### config.mk
export PLATFORM = sky130hd
export DESIGN_NAME = timer_dev
export DESIGN_NICKNAME = d
export VERILOG_FILES = /design/src/rtl/timer_dev.sv
export SDC_FILE = /design/constraint.sdc
export NUM_CORES = 1
export LEC_CHECK = 0
export CORE_MARGIN = 2
export CORE_UTILIZATION = 48
export DETAILED_ROUTE_END_ITERATION = 8
export PLACE_DENSITY_LB_ADDON = 0.2
export SLEW_MARGIN = 20
export SYNTH_ARGS = -nofsm -noshare
export SYNTH_HDL_FRONTEND = slang
export SYNTH_SLANG_ARGS = --single-unit
export TNS_END_PERCENT = 1
### constraint.sdc
create_clock -name clk -period 2.07 [get_ports clk]
set_input_delay 0.5175 -clock clk [delete_from_list [all_inputs] [get_ports clk]]
set_output_delay 0.5175 -clock clk [all_outputs]
set_load 0.005 [all_outputs]
### src/rtl/timer_dev.sv
// timer_dev: memory-mapped countdown timer with one-shot and auto-reload modes driving CP0 HWInt[0]
module timer_dev (
  input  logic        clk,
  input  logic        reset,
  input  logic [1:0]  addr,
  input  logic        we,
  input  logic [31:0] din,
  output logic [31:0] dout,
  output logic        irq
);
  localparam logic [1:0] IDLE = 2'd0, LOAD = 2'd1, CNT = 2'd2, INT = 2'd3;
  logic [3:0]  ctrl;
  logic [31:0] preset, count;
  logic [1:0]  state;
  logic        irq_flag, en, auto_mode, ack, expire;
  always_comb begin
    en = ctrl[0];
    auto_mode = ctrl[2:1] == 2'b01;
    ack = we && !addr[1];
    expire = state == CNT && en && count <= 32'd1;
  end
  assign dout = addr == 2'd0 ? {28'b0, ctrl} : addr == 2'd1 ? preset : addr == 2'd2 ? count : 32'b0;
  assign irq = ctrl[3] & irq_flag;
  always_ff @(posedge clk) begin
    if (reset) begin
      ctrl <= 4'b0;
      preset <= 32'b0;
      count <= 32'b0;
      state <= IDLE;
      irq_flag <= 1'b0;
    end else begin
      if (we && addr == 2'd0) ctrl <= din[3:0];
      else if (state == INT && !auto_mode) ctrl[0] <= 1'b0;
      if (we && addr == 2'd1) preset <= din;
      // an acknowledge in the expiry edge beats the flag set
      irq_flag <= ack ? 1'b0 : expire ? 1'b1 : (state == INT && auto_mode) ? 1'b0 : irq_flag;
      case (state)
        IDLE: if (en) state <= LOAD;
        LOAD: begin
          count <= preset;
          state <= CNT;
        end
        CNT: begin
          if (!en) state <= IDLE;
          else if (count > 32'd1) count <= count - 32'd1;
          else begin
            count <= 32'b0;
            state <= INT;
          end
        end
        INT: state <= IDLE;
      endcase
    end
  end
endmodule
==> reports/metrics.cfg <==
[logic_synthesis]
synthTopCellsByCount = nand2_1, dfxtp_1, a21oi_1
synth_enable_flop_cells = 0
synth.net_count = 578
yosysSeqAreaShare_pct = 35.08
ys_async_sr_fraction_pct = 0
synth_cell_types = 58
yosysWarnings = 0
synth_cells = 539
synth-main-ff-cell = dfxtp_1
synth_area_mm2 = 0.004051
synth-compound-area-share_pct = 29.12
synth_fa_ha_area_share_pct = 0.6177
yosysMostFrequentCell = nand2_1
yosysTopAreaCell = dfxtp_1
synth_top_cell_area_share_pct = 35.08
synth_top_family_by_area = compound AO/OA/AOI/OAI gates
synth-xor-area-share_pct = 0.6485
synthTopCellsByArea = dfxtp_1, nand2_1, a21oi_1
ys_ff_latch = 71
synth_mux_area_share_pct = 2.007
yosys.area_share.simple_pct = 26.19
synth_area_per_cell_um2 = 7.516

[sta]
period_minus_slack_ns = 2.138
final-max-slew-violation-count = 0
maxSlewHeadroom_pct = 70.93
fin_skew_ns = 0.01022
setup_viol = 19
worstMarginPinSlew_ns = 0.4320
fin_setup_tns_ns = -0.7256
fmax_mhz = 467.8
post-route-period-util_pct = 103.3
setup_slack_ns = -0.06780
hold_violations = 0
rsz0062_at_grt = yes

[pwr]
power.density_mw_per_mm2 = 588.6
ir_worst_vdd_mv = 0.3298
power_leakage_nw = 2.228
power.total_w = 0.003335

[finish]
final_nets = 694
diodes = 0
multiInputGateArea_mm2 = 0.002442
drive_gt1_share_pct = 20.61
syn_to_final_growth_pct = 39.87
finalNonFillerCells = 765
fillers = 656
seqCellArea_mm2 = 0.001425
final_util_pct = 68.97

[grt]
grt_max_degree = 34
grt_pass1_vias = 4377
antenna_found_initial = 0
grt_usage_pct = 30.30
overflow = 0
grt_pass1_wl_um = 21720

[place]
dp.cells = 728
portBuffers = 69
gp_routability_congestion = 0.9359
dp_hpwl_um = 8753

[route]
wl_met3_um = 1082
drt_iter0_drc = 348
drc = 0
wl_met2_um = 6479
ant_nets = 0
post_drt_wl_per_cell_um = 17.81
dr.max_layer_used = met4
drt-met1-wl_um = 5728
finalWirelength_um = 13620
vias = 4642
dr.pass1.iters = 5
viasPerCell = 6.068

[critical_path]
cp-end-kind = register
cp.required_ns = 2.34
critical-path-slowest-cell = or4_4
cp_slowest_stage_delay_ns = 0.62
criticalPathCategory = register to register
crit_path_max_fanout = 6
cp.arrival_ns = 2.41
cp-start-kind = register
worstPathCellList = or4_4 -> nor4_4 -> buf_4 -> nand3b_1 -> a21o_1 -> a221oi_2

[clock_network]
clock_latency_ns = 0.35
h-tree-depth = 3
cts_buffer_depth = 2
cts_tree = built
clkSlewWorstSetupHoldPaths_ns = 0.08
clkSinkCount = 71
cts_buffers = 9
cts-hold-fix-buffers = 0
cts_root_buffer = clkbuf_8

[die]
num_rows = 33
die_x_um = 95.87
initial_core_util_pct = 49.31
core_mm2 = 0.008217
io_pins = 70
fp.dieH_um = 95.87
dieArea_mm2 = 0.009191

[worst_hold_path]
hp-class = register to register

[run]
drv_cap = 0

[status]
outcome = finished with violations
violations = setup timing

[metrics by stage]
step                      hold WS, ns  area, µm²  setup slack, ns
after floorplan                0.4444       4090         -0.04050
after global placement         0.4587       5200          -0.5532
after detailed placement       0.4626       5200          -0.5923
after CTS                      0.4738       5667          -0.1626
after global routing           0.4963       5667          -0.1133
final                          0.4797       5667         -0.06780
[repair_timing]
item / in CTS / in global routing
setup buffers: 13 / 5
pin swaps: 0 / 8
cloned: 4 / 0
gates resized for setup: 82 / 18
setup endpoints to repair: 36 / 51
[state kept, by name (all words and copies together), names as in the netlist]
name,count
ctrl,4
state,2
count,32
irq_flag,1
preset,32
[cells by family (layout without fill, tap and decap cells)]
logic type	after synthesis	count (layout)
adder cells (fa/ha/maj)	2	2
AND/OR/NAND/NOR	213	213
multiplexers	8	8
AO/OA/AOI/OAI	180	180
XOR/XNOR	3	3
buffers and inverters	62	183
flip-flops	71	71
[power by group]
| part | internal [W] | total [W] | switching (W) |
|---|---|---|---|
| clock | 0.000588 | 0.00115 | 0.000560 |
| sequential | 0.00140 | 0.00144 | 0.0000397 |
| combinational | 0.000367 | 0.000744 | 0.000377 |
[cells in the final DEF, fill, tap and decap left out, drive strengths merged, types with 3 or more instances in the layout]
master,Yosys,final
a22o,28,28
nor2,27,27
nor2b,7,7
and2,3,3
inv,14,14
nand2,98,98
clkinvlp,0,3
nand2b,6,6
a21oi,57,57
nor4,15,15
or3,5,5
o21ai,41,41
clkdlybuf4s50,0,34
dlygate4sd2,0,9
nor3,16,16
o21a,7,7
nand3,7,7
a211oi,19,19
clkbuf,42,17
o31ai,4,4
dfxtp,71,71
clkdlybuf4s15,0,15
mux2i,7,7
a21bo,3,3
nand4,12,12
or4,5,5
a221oi,6,6
buf,6,89
[cell type report]
cell class                      instances  area share [%]
Inverter                               14          0.9274
Clock buffer                           11           2.495
Tap cell                              105           2.318
Timing Repair Buffer                  153           24.99
Sequential cell                        71           25.15
Multi-Input combinational cell        406           43.10
Clock inverter                          5           1.016
[metal layers]
layer  vias up  track usage, %
li1       2196               -
met1      2181           39.63
met2       235           49.94
met3        30           4.777
met4         0           12.02
met5         -               0
[worst max-delay path: cells and delay by family (launching register included)]
kind / cells / cell delay, ns
buffers and inverters: 1 / 0.18
AND/OR/NAND/NOR: 3 / 1.14
flip-flops: 1 / 0.34
AO/OA/AOI/OAI: 2 / 0.40
[worst paths after layout]
| path | startpoint | end | slack [ns] | cells after the start |
|---|---|---|---|---|
| worst max-delay path | count[9] | count[25] | -0.07 | 6 |
| worst min-delay path | preset[30] | preset[30] | 0.48 | 2 |
| worst max register to register | count[9] | count[25] | -0.07 | 6 |
| worst min register to register | preset[30] | preset[30] | 0.48 | 2 |
Note: power is estimated with default switching activity, not from simulation.
